`config.mk`:
```
export PLATFORM = sky130hd
export DESIGN_NAME = pattern_gen
export DESIGN_NICKNAME = d
export VERILOG_FILES = /design/src/rtl/pattern_gen_pkg.sv /design/src/rtl/pattern_gen.sv
export SDC_FILE = /design/constraint.sdc
export NUM_CORES = 1
export LEC_CHECK = 0
export CAP_MARGIN = 0
export CORE_ASPECT_RATIO = 1.4
export CORE_MARGIN = 2
export CORE_UTILIZATION = 50
export CTS_BUF_LIST = sky130_fd_sc_hd__clkbuf_8
export DETAILED_ROUTE_END_ITERATION = 6
export MAX_ROUTING_LAYER = met4
export PLACE_DENSITY = 0.82
export SYNTH_ARGS = -nofsm -noshare
export SYNTH_HDL_FRONTEND = slang
export SYNTH_SLANG_ARGS = --single-unit
```
`constraint.sdc`:
```
create_clock -name clk_i -period 3.9 [get_ports clk_i]
set_input_delay 0.78 -clock clk_i [delete_from_list [all_inputs] [get_ports clk_i]]
set_output_delay 0.78 -clock clk_i [all_outputs]
set_load 0.01 [all_outputs]
```
`src/rtl/pattern_gen_pkg.sv`:
```
// Shared encodings for the programmable serial pattern generator.
package pattern_gen_pkg;

  localparam logic ST_IDLE = 1'b0;
  localparam logic ST_RUN  = 1'b1;

  typedef enum logic {
    IDLE = ST_IDLE,
    RUN  = ST_RUN
  } state_t;

  localparam logic MODE_ONESHOT = 1'b0;
  localparam logic MODE_REPEAT  = 1'b1;

endpackage

```
`src/rtl/pattern_gen.sv`:
```
// Programmable serial pattern generator: shifts a latched pattern out LSB-first,
// one-shot or repeating, with busy/done/wrap status for a controlling FSM.
//
// state | meaning
// IDLE  | outputs quiet, waiting for start_i (stop_i blocks a start)
// RUN   | presenting shadow[idx] each cycle; wrap_o marks the last bit of a period
module pattern_gen
  import pattern_gen_pkg::*;
#(
  parameter  int PAT_W = 16,
  localparam int LEN_W = $clog2(PAT_W)
) (
  input  logic             clk_i,
  input  logic             rst_i,
  input  logic             start_i,
  input  logic             stop_i,
  input  logic             mode_i,
  input  logic [LEN_W-1:0] len_i,
  input  logic [PAT_W-1:0] pattern_i,
  output logic             out_o,
  output logic             valid_o,
  output logic             busy_o,
  output logic             done_o,
  output logic             wrap_o
);

  state_t           state;
  logic [PAT_W-1:0] pat_q;
  logic [LEN_W-1:0] len_q;
  logic             mode_q;
  logic [LEN_W-1:0] idx;

  always_ff @(posedge clk_i or posedge rst_i) begin
    if (rst_i) begin
      state   <= IDLE;
      pat_q   <= '0;
      len_q   <= '0;
      mode_q  <= MODE_ONESHOT;
      idx     <= '0;
      out_o   <= 1'b0;
      valid_o <= 1'b0;
      busy_o  <= 1'b0;
      done_o  <= 1'b0;
      wrap_o  <= 1'b0;
    end else begin
      case (state)
        IDLE: begin
          out_o   <= 1'b0;
          valid_o <= 1'b0;
          busy_o  <= 1'b0;
          done_o  <= 1'b0;
          wrap_o  <= 1'b0;
          if (start_i && !stop_i) begin
            pat_q   <= pattern_i;
            len_q   <= len_i;
            mode_q  <= mode_i;
            out_o   <= pattern_i[0];
            valid_o <= 1'b1;
            busy_o  <= 1'b1;
            wrap_o  <= (len_i == '0);
            idx     <= (len_i == '0) ? '0 : LEN_W'(1);
            state   <= RUN;
          end
        end
        RUN: begin
          done_o <= 1'b0;
          // wrap_o high means the bit now on out_o closes the period
          if (stop_i || (wrap_o && mode_q == MODE_ONESHOT)) begin
            state   <= IDLE;
            idx     <= '0;
            out_o   <= 1'b0;
            valid_o <= 1'b0;
            busy_o  <= 1'b0;
            wrap_o  <= 1'b0;
            done_o  <= 1'b1;
          end else begin
            out_o  <= pat_q[idx];
            wrap_o <= (idx == len_q);
            idx    <= (idx == len_q) ? '0 : idx + LEN_W'(1);
          end
        end
        default: state <= IDLE;
      endcase
    end
  end

endmodule

```
==> out/metrics.yaml, run 1 <==
status: "complete, no violations"
clk_latency_ns: 0.27
avgRoutedWirePerCell_um: 14.8
rsz0062_at_grt: "no"
synthTopCellsByArea: "dfrtp_1, mux2_1, mux2_2"
startpoint_type: "input port"
p_per_area_mw_per_mm2: 622
ios: 30
die_h_um: 66.9
synth_fp_nets: 133
drt_drc_violations_left: 0
clk_pin_slew_ns: 0.06
placed_area_mm2: 0.00170
drive_gt1_frac: 0.167
synth-async-reset-ratio: 1.00
ys_ff_latch: 30
r2r-start: "idx[0]$_DFFE_PP0P_"
tightest_slew_ns: 1.09
path_max_fanout: 23
synth_area_per_cell_um2: 13.2
cts_resized: 0
grtUsageTotal: 0.195
p_leak_nw: 0.746
seq_area_um2: 751
routed_wl_um: 2570
hold_depth: 1
report.final.slew_viol_count: 0
vias: 925
cts_max_path_buffers: 2
hp-start: "pat_q[9]$_DFFE_PP0P_"
antennaDiodeCount: 0
place_congestion: 0.779
synthFlopType: "dfrtp_1"
synth_warnings: 0
cts_tree: "built"
yosysMostFrequentCell: "dfrtp_1"
ys_seq_area_frac: 0.531
synth_top_area_frac: 0.531
final_cell_area_mm2: 0.00178
required_ns: 4.06
yosys.area.top_type: "dfrtp_1"
dr.first_iter.drc_count: 6
numCtsBuffers: 5
gr-total-overflow: 0
dp_hpwl_um: 1920
hold-worst-slack_ns: 0.485
die_w_um: 49.0
min_path_type: "reg2reg"
regToRegEndpoint: "idx[0]$_DFFE_PP0P_"
crit_arrival_ns: 2.18
finalCriticalPeriod_ns: 2.02
synthDistinctLibCells: 34
ant_nets: 0
synth.top_cells.by_count: "dfrtp_1, mux2_1, mux2_2"
synth_cells: 107
final_core_util: 0.667
clockRootBuffer: "clkbuf_8"
grt_pass1_vias: 1017
skew_ns: 0.00252
grt_pass1_wl_um: 4520
numPortBuffers: 29
syn_to_final_growth_pct: 25.8
multiInputGateArea_um2: 596
r2r_slack_ns: 2.21
synth-edff-count: 0
htree_levels: 2
cap_violations: 0
fp.dieArea_mm2: 0.00328
setup_viol: 0
vias_per_cell: 5.32
clock_sinks: 30
crit_type: "in2reg"
syn_area_mm2: 0.00142
tns_ns: 0
nFillCells: 223
worstSetupEndpointType: "register"
hold_buffers: 0
core_mm2: 0.00267
grt_max_degree: 31
finalHoldViolCount: 0
ir_drop_v: 0.000394
nets: 164
fmax_mhz: 496
postCtsSetupRepairBufs: 0
slew_headroom: 0.275
initial_core_util: 0.530
finalCritPeriodShare: 0.517
rows: 22
reg2reg_depth: 4
min_to: "pat_q[9]$_DFFE_PP0P_"
first_pass_iters: 4
antenna_found_initial: 0
-- critical path, cell delays in order --
cell	delay, ns
clkdlybuf4s50_1	0.41
nand2b_1	0.20
nor2_2	0.10
buf_4	0.29
mux2_2	0.38
-- flip-flops by register name, summed over array words and instances, names as in the netlist --
| signal | count |
|---|---|
| out_o | 1 |
| pat_q | 16 |
| busy_o | 1 |
| len_q | 4 |
| mode_q | 1 |
| wrap_o | 1 |
| done_o | 1 |
| state | 1 |
| idx | 4 |
-- through the flow --
step	setup WS, ns	instances	power [mW]
6_report	1.88	174	1.11
5_1_grt	1.82	174	1.19
4_1_cts	1.88	174	1.12
3_5_place_dp	1.59	167	0.901
3_3_place_gp	1.65	167	0.874
2_1_floorplan	2.06	107	0.809
-- layout make-up --
| class | count | area share |
|---|---|---|
| Inverter | 4 | 0.00843 |
| Clock buffer | 5 | 0.0387 |
| Timing Repair Buffer | 30 | 0.167 |
| Tap cell | 36 | 0.0253 |
| Multi-Input combinational cell | 67 | 0.335 |
| Sequential cell | 30 | 0.422 |
| Clock inverter | 2 | 0.00422 |
-- layout by cell type, fill, tap and decap left out, types with 2 or more instances in the layout --
master           count
dfrtp_1             30
clkdlybuf4s50_1     29
mux2_1              11
mux2_2              10
inv_1                6
xor2_1               5
nand2_1              5
clkbuf_8             5
o21ai_1              4
nand3_1              3
mux4_2               3
nand2b_1             2
nor2_1               2
a21oi_1              2
mux2i_1              2
-- power breakdown --
group | switching, mW | internal [mW]
sequential | 0.111 | 0.429
combinational | 0.126 | 0.223
clock | 0.102 | 0.117
-- worst max-delay path by stage --
stage,startpoint,to
2_1_floorplan,stop_i,pat_q[10]$_DFFE_PP0P_
3_3_place_gp,stop_i,len_q[1]$_DFFE_PP0P_
3_5_place_dp,stop_i,pat_q[14]$_DFFE_PP0P_
4_1_cts,stop_i,pat_q[14]$_DFFE_PP0P_
5_1_grt,stop_i,pat_q[14]$_DFFE_PP0P_
6_report,stop_i,pat_q[14]$_DFFE_PP0P_
-- layer usage --
| metal | up-vias | wire length [um] | track usage |
|---|---|---|---|
| li1 | 432 | - | - |
| met1 | 460 | 999 | 0.199 |
| met2 | 27 | 1400 | 0.339 |
| met3 | 6 | 118 | 0.0561 |
| met4 | 0 | 53 | 0.107 |
| met5 | - | 0 | - |
-- kinds of logic after synthesis --
| group | Yosys count | synth area share |
|---|---|---|
| xor gates and xnor gates | 5 | 0.0309 |
| and+or+nand+nor | 22 | 0.0946 |
| muxes | 26 | 0.229 |
| DFF | 30 | 0.531 |
| AOI/OAI and AO/OA | 13 | 0.0575 |
| adders and majority gates | 1 | 0.00884 |
| buffers and inverters | 10 | 0.0486 |
Power figures use the tool's default switching activity.
==> run 2: changes to the inputs <==
==> constraint.sdc (replaced) <==
create_clock -name clk_i -period 2.02 [get_ports clk_i]
set_input_delay 0.404 -clock clk_i [delete_from_list [all_inputs] [get_ports clk_i]]
set_output_delay 0.404 -clock clk_i [all_outputs]
set_load 0.01 [all_outputs]
==> run 2 against run 1 <==
Compared with the run above:
- total power up 95%
- flip-flop and latch count unchanged
- global-route usage up 0.21 points
- first-iteration DRC count rose to 2.5 times the previous value
- routed wire length up 0.19%
- clock-buffer cell count unchanged
- setup slack worse by 1.5 ns
- register-to-register slack worse by 1.8 ns
- combinational power up 100%
- critical path depth down 4
- utilization up 1.0 points
==> out/metrics.yaml, run 2 (same netlist as run 1, synthesis figures left out) <==
rsz0062_at_grt: "no"
critPathMaxStageDelay_ns: 0.55  # +0.14 ns
vias: 917  # -0.86%
nets: 166  # +1.2%
dp_hpwl_um: 1950  # +1.6%
r2r-start: "idx[1]$_DFFE_PP0P_"
crit_slowest_cell: "clkdlybuf4s50_1"
first_pass_iters: 4  # unchanged
numPortBuffers: 29  # unchanged
layout_common_cells: "dfrtp_1, clkdlybuf4s50_1, mux2_1, mux2_2, inv_1"
required_ns: 1.62  # -2.44 ns
vias_per_cell: 5.21  # -2.0%
grtUsageTotal: 0.197  # +0.00211
cts_resized: 0  # unchanged
grt_pass1_vias: 1025  # +0.79%
final_common_cell: "dfrtp_1"
clk_latency_ns: 0.28  # about the same
placed_area_mm2: 0.00173  # +1.6%
routed_wl_um: 2580  # +0.19%
rows: 22  # unchanged
skew_ns: 0.00256  # +0.0000409 ns
postCtsSetupRepairBufs: 0  # unchanged
report.final.slew_viol_count: 0  # unchanged
cap_violations: 0  # unchanged
path_max_fanout: 2  # -91%
gr-total-overflow: 0  # unchanged
finalCritPeriodShare: 0.804
fmax_mhz: 615
crit_chain: "clkdlybuf4s50_1"
status: "complete, no violations"
fp.dieArea_mm2: 0.00328  # unchanged
numCtsBuffers: 5  # unchanged
finalHoldViolCount: 0  # unchanged
crit_family: "buffers and inverters"
top_register: "pat_q"
cts_max_path_buffers: 2  # unchanged
initial_core_util: 0.530  # unchanged
regToRegEndpoint: "idx[0]$_DFFE_PP0P_"
largestRegisters: "pat_q (16), idx (4), len_q (4)"
hold_depth: 1  # unchanged
final_cell_area_mm2: 0.00181  # +1.5%
tns_ns: 0  # unchanged
crit_type: "reg2out"
place_congestion: 0.808  # +3.8%
cts_tree: "built"
clk_pin_slew_ns: 0.06  # about the same
finalCriticalPeriod_ns: 1.62
clockRootBuffer: "clkbuf_8"
worstSetupEndpointType: "primary output"
antenna_found_initial: 0  # unchanged
cp_num_buf_inv: 1  # -1
r2r_slack_ns: 0.40  # -1.81 ns
ant_nets: 0  # unchanged
avgRoutedWirePerCell_um: 14.6  # -0.94%
antennaDiodeCount: 0  # unchanged
core_mm2: 0.00267  # unchanged
p_per_area_mw_per_mm2: 1190  # +92%
crit_arrival_ns: 1.22  # -0.96 ns
reg2reg_depth: 4  # unchanged
min_path_type: "reg2reg"
slew_headroom: 0.700  # +0.425
startpoint_type: "register"
p_leak_nw: 0.759  # +1.7%
setup_viol: 0  # unchanged
die_h_um: 66.9  # unchanged
tightest_slew_ns: 0.446  # -0.640 ns
min_to: "pat_q[9]$_DFFE_PP0P_"
dr.first_iter.drc_count: 15  # +9
grt_pass1_wl_um: 4480  # -0.91%
drt_drc_violations_left: 0  # unchanged
largest_reg_flops: 16  # unchanged
htree_levels: 2  # unchanged
hp-start: "pat_q[9]$_DFFE_PP0P_"
clock_sinks: 30  # unchanged
ir_drop_v: 0.000885  # +120%
final_core_util: 0.677  # +0.0103
worstSetupPathDepth: 1  # -4
nFillCells: 212  # -4.9%
drive_gt1_frac: 0.179  # +0.0119
grt_max_degree: 31  # unchanged
die_w_um: 49.0  # unchanged
syn_to_final_growth_pct: 27.8
hold_buffers: 0  # unchanged
ios: 30  # unchanged
==> run 2: changes by cell type in the layout (fill, tap and decap cells not counted), sizes merged <==
cell  previous run  this run
buf              1         3
==> run 2: worst max-delay path by stage <==
| stage | start | end |
|---|---|---|
| 3_3_place_gp | stop_i | pat_q[14]$_DFFE_PP0P_ |
| 2_1_floorplan | idx[0]$_DFFE_PP0P_ | out_o$_DFF_PP0_ |
| 6_report | wrap_o$_DFF_PP0_ | wrap_o |
| 4_1_cts | idx[1]$_DFFE_PP0P_ | idx[2]$_DFFE_PP0P_ |
| 3_5_place_dp | stop_i | pat_q[1]$_DFFE_PP0P_ |
| 5_1_grt | idx[1]$_DFFE_PP0P_ | idx[0]$_DFFE_PP0P_ |
==> run 2: cell type report <==
type | count | area (um2) | area share
Sequential cell | 30 | 751 | 0.415
Multi-Input combinational cell | 67 | 596 | 0.329
Clock inverter | 2 | 7.51 | 0.00415
Tap cell | 36 | 45.0 | 0.0249
Timing Repair Buffer | 32 | 325 | 0.180
Clock buffer | 5 | 68.8 | 0.0381
Inverter | 4 | 15.0 | 0.00830
==> run 2: layer usage <==
| layer | global-route usage | part of all wire |
|---|---|---|
| met1 | 0.186 | 0.36 |
| met2 | 0.349 | 0.56 |
| met3 | 0.0448 | 0.052 |
| met4 | 0.150 | 0.031 |
| met5 | - | 0 |
==> run 2: through the flow <==
stage / std cells / worst slack [ns] / hold WS, ns / power [mW]
6_report: 176 / 0.395 / 0.483 / 2.16
5_1_grt: 176 / 0.287 / 0.514 / 2.31
2_1_floorplan: 107 / 0.554 / 0.452 / 1.56
3_3_place_gp: 169 / 0.217 / 0.462 / 1.71
3_5_place_dp: 169 / 0.174 / 0.478 / 1.76
4_1_cts: 176 / 0.374 / 0.490 / 2.19
==> run 2: where the power goes <==
part	switching [mW]	leakage, nW	internal, mW
sequential	0.200	0.365	0.829
combinational	0.258	0.347	0.451
clock	0.196	0.0466	0.226
==> run 3: changes to the inputs <==
--- a/config.mk
+++ b/config.mk
@@ -8,11 +8,11 @@
 export CAP_MARGIN = 0
 export CORE_ASPECT_RATIO = 1.4
 export CORE_MARGIN = 2
-export CORE_UTILIZATION = 50
+export CORE_UTILIZATION = 47
 export CTS_BUF_LIST = sky130_fd_sc_hd__clkbuf_8
 export DETAILED_ROUTE_END_ITERATION = 6
 export MAX_ROUTING_LAYER = met4
-export PLACE_DENSITY = 0.82
+export PLACE_DENSITY = 0.81
 export SYNTH_ARGS = -nofsm -noshare
 export SYNTH_HDL_FRONTEND = slang
 export SYNTH_SLANG_ARGS = --single-unit
==> constraint.sdc (replaced) <==
create_clock -name clk_i -period 1.4 [get_ports clk_i]
set_input_delay 0.28 -clock clk_i [delete_from_list [all_inputs] [get_ports clk_i]]
set_output_delay 0.28 -clock clk_i [all_outputs]
set_load 0.01 [all_outputs]
==> run 3 against run 2 <==
Compared with the run above:
- the flow now finishes with violations (setup timing)
- combinational power grew 110%
- sequential share of layout area shrank 4.7 points
- utilization grew 3.4 points
- routed wire length rose by 23%
- hold slack got worse by 0.16 ns
- clock power rose by 66%
- final cell count grew 9.1%
- critical path depth rose by 3
- global-route usage up 0.97 points
- total power is 70% higher
==> out/metrics.yaml, run 3 (same netlist as run 1, synthesis figures left out) <==
placedCellCount: 180  # +6.5%
core_mm2: 0.00288  # +7.8%
rsz0062_at_grt: "yes"
largestRegisters: "pat_q (16), idx (4), len_q (4)"
numPortBuffers: 29  # unchanged
final_cells: 192  # +9.1%
top_register: "pat_q"
violations: "setup timing"
numCtsBuffers: 5  # unchanged
clkPwrFrac: 0.191  # -0.004
dp_hpwl_um: 2140  # +9.3%
startpoint_type: "register"
ir_drop_v: 0.00107  # +21%
dpl_worst_slack_ns: -0.340  # -0.514 ns
slew_headroom: 0.789  # +0.0891
cap_violations: 0  # unchanged
seq_area_um2: 754  # +0.50%
grt_pass1_vias: 1110  # +8.3%
largest_reg_flops: 16  # unchanged
clk_latency_ns: 0.28  # about the same
routed_wl_um: 3170  # +23%
gr-total-overflow: 0  # unchanged
clock_sinks: 30  # unchanged
grt_pass1_wl_um: 4900  # +9.4%
vias: 1011  # +10%
dr.first_iter.drc_count: 26  # +11
crit_arrival_ns: 1.68  # +0.46 ns
first_pass_iters: 4  # unchanged
finalCritPeriodShare: 1.08
final_common_cell: "dfrtp_1"
crit_chain: "mux4_2 > nor2b_4 > a211oi_2 > o21ai_1"
clockRootBuffer: "clkbuf_8"
fp.dieArea_mm2: 0.00347  # +5.9%
crit_type: "reg2reg"
required_ns: 1.56  # -0.06 ns
cts_tree: "built"
die_h_um: 68.9  # +3.0%
tightest_slew_ns: 0.316  # -0.130 ns
p_seq_frac: 0.403  # -0.073
layout_common_cells: "dfrtp_1, clkdlybuf4s50_1, buf_4, mux2_2, mux2_1"
antenna_found_initial: 0  # unchanged
p_switching_mw: 1.16  # +78%
fin_total_pwr_mw: 3.67  # +70%
die_w_um: 50.4  # +2.9%
p_leak_nw: 0.913  # +20%
p_per_area_mw_per_mm2: 1790  # +50%
syn_to_final_growth_pct: 44.7
grtUsageTotal: 0.207  # +0.00966
combPwrFrac: 0.407  # +0.079
rows: 23  # +4.5%
hold-worst-slack_ns: 0.327  # -0.156 ns
grt_max_degree: 31  # unchanged
report.final.slew_viol_count: 0  # unchanged
finalCriticalPeriod_ns: 1.52
fmax_mhz: 660
sw_frac_of_total: 0.317  # +0.0144
htree_levels: 2  # unchanged
vias_per_cell: 5.27  # +1.1%
clk_pin_slew_ns: 0.06  # about the same
worstSetupEndpointType: "register"
nets: 180  # +8.4%
antennaDiodeCount: 0  # unchanged
min_path_type: "in2async"
fin_ws_ns: -0.116  # -0.511 ns
cts_max_path_buffers: 2  # unchanged
crit_slowest_cell: "mux4_2"
initial_core_util: 0.492  # -0.0383
nFillCells: 206  # -2.8%
ant_nets: 0  # unchanged
drive_gt1_frac: 0.355  # +0.176
drt_drc_violations_left: 0  # unchanged
ios: 30  # unchanged
setup_viol: 2  # +2
place_congestion: 0.806  # -0.19%
path_max_fanout: 5  # +3
tns_ns: -0.143  # -0.143 ns
skew_ns: 0.00535  # +0.00279 ns
status: "finished with violations"
avgRoutedWirePerCell_um: 16.5  # +13%
multiInputGateArea_um2: 677  # +14%
finalHoldViolCount: 0  # unchanged
critPathMaxStageDelay_ns: 0.52  # -0.03 ns
p_int_mw: 2.50  # +66%
run 3: changes by cell type in the layout (fill, tap and decap cells not counted), sizes merged:
cell / delta
buf: +13
inv: -1
clkdlybuf4s50: -7
clkbuf: +2
dlygate4sd2: +5
dlymetal6s2s: +2
clkinv: +1
run 3: critical path: cells and delay by family, from the launching register on:
kind / cells / cell delay [ns]
muxes: 1 / 0.52
AOI/OAI and AO/OA: 2 / 0.30
DFF: 1 / 0.43
and+or+nand+nor: 1 / 0.14
run 3: power by group through the flow:
stage                     logic (mW)  clock network, mW  registers (mW)
after floorplan                0.911                  0            1.36
after global routing            1.61              0.755            1.53
after detailed placement        1.20                  0            1.48
after global placement          1.15                  0            1.45
final                           1.49              0.700            1.48
after CTS                       1.33              0.711            1.48
run 3: final cells by class:
type	count	area share
sequential	30	0.369
clock inverter	2	0.00428
multi-input combinational	67	0.331
clock buffer	6	0.0403
timing repair buffer	46	0.226
tap	37	0.0226
inverter	4	0.00733
run 3: per-layer routing:
layer,vias to the layer above,part of all wire,GRT usage
met3,8,0.048,0.0647
li1,463,-,-
met4,0,0.020,0.105
met2,33,0.55,0.377
met1,507,0.38,0.197
met5,-,0,-
run 3: per-stage QoR:
stage | area, um2 | utilization
6_report | 2050 | 0.711
5_1_grt | 2050 | 0.711
4_1_cts | 1960 | 0.683
3_5_place_dp | 1830 | 0.635
3_3_place_gp | 1830 | 0.635
2_1_floorplan | 1420 | -
run 3: repair_timing:
| item | 4_1_cts | 5_1_grt |
|---|---|---|
| hold buffers | 0 | 0 |
| cloned | 0 | 1 |
| gates resized for setup | 15 | 10 |
| setup buffers | 2 | 2 |
| pin swaps | 5 | 7 |
| setup endpoints to repair | 30 | 21 |
run 3: final timing paths:
kind,cells past startpoint,slack (ns),to,from
max,4,-0.12,out_o$_DFF_PP0_,idx[0]$_DFFE_PP0P_
min,3,0.33,len_q[0]$_DFFE_PP0P_,rst_i
max reg2reg,4,-0.12,out_o$_DFF_PP0_,idx[0]$_DFFE_PP0P_
min reg2reg,1,0.49,mode_q$_DFFE_PP0P_,mode_q$_DFFE_PP0P_
max in group asynchronous,3,0.89,idx[1]$_DFFE_PP0P_,rst_i
min in group clk_i,3,0.36,done_o$_DFF_PP0_,stop_i
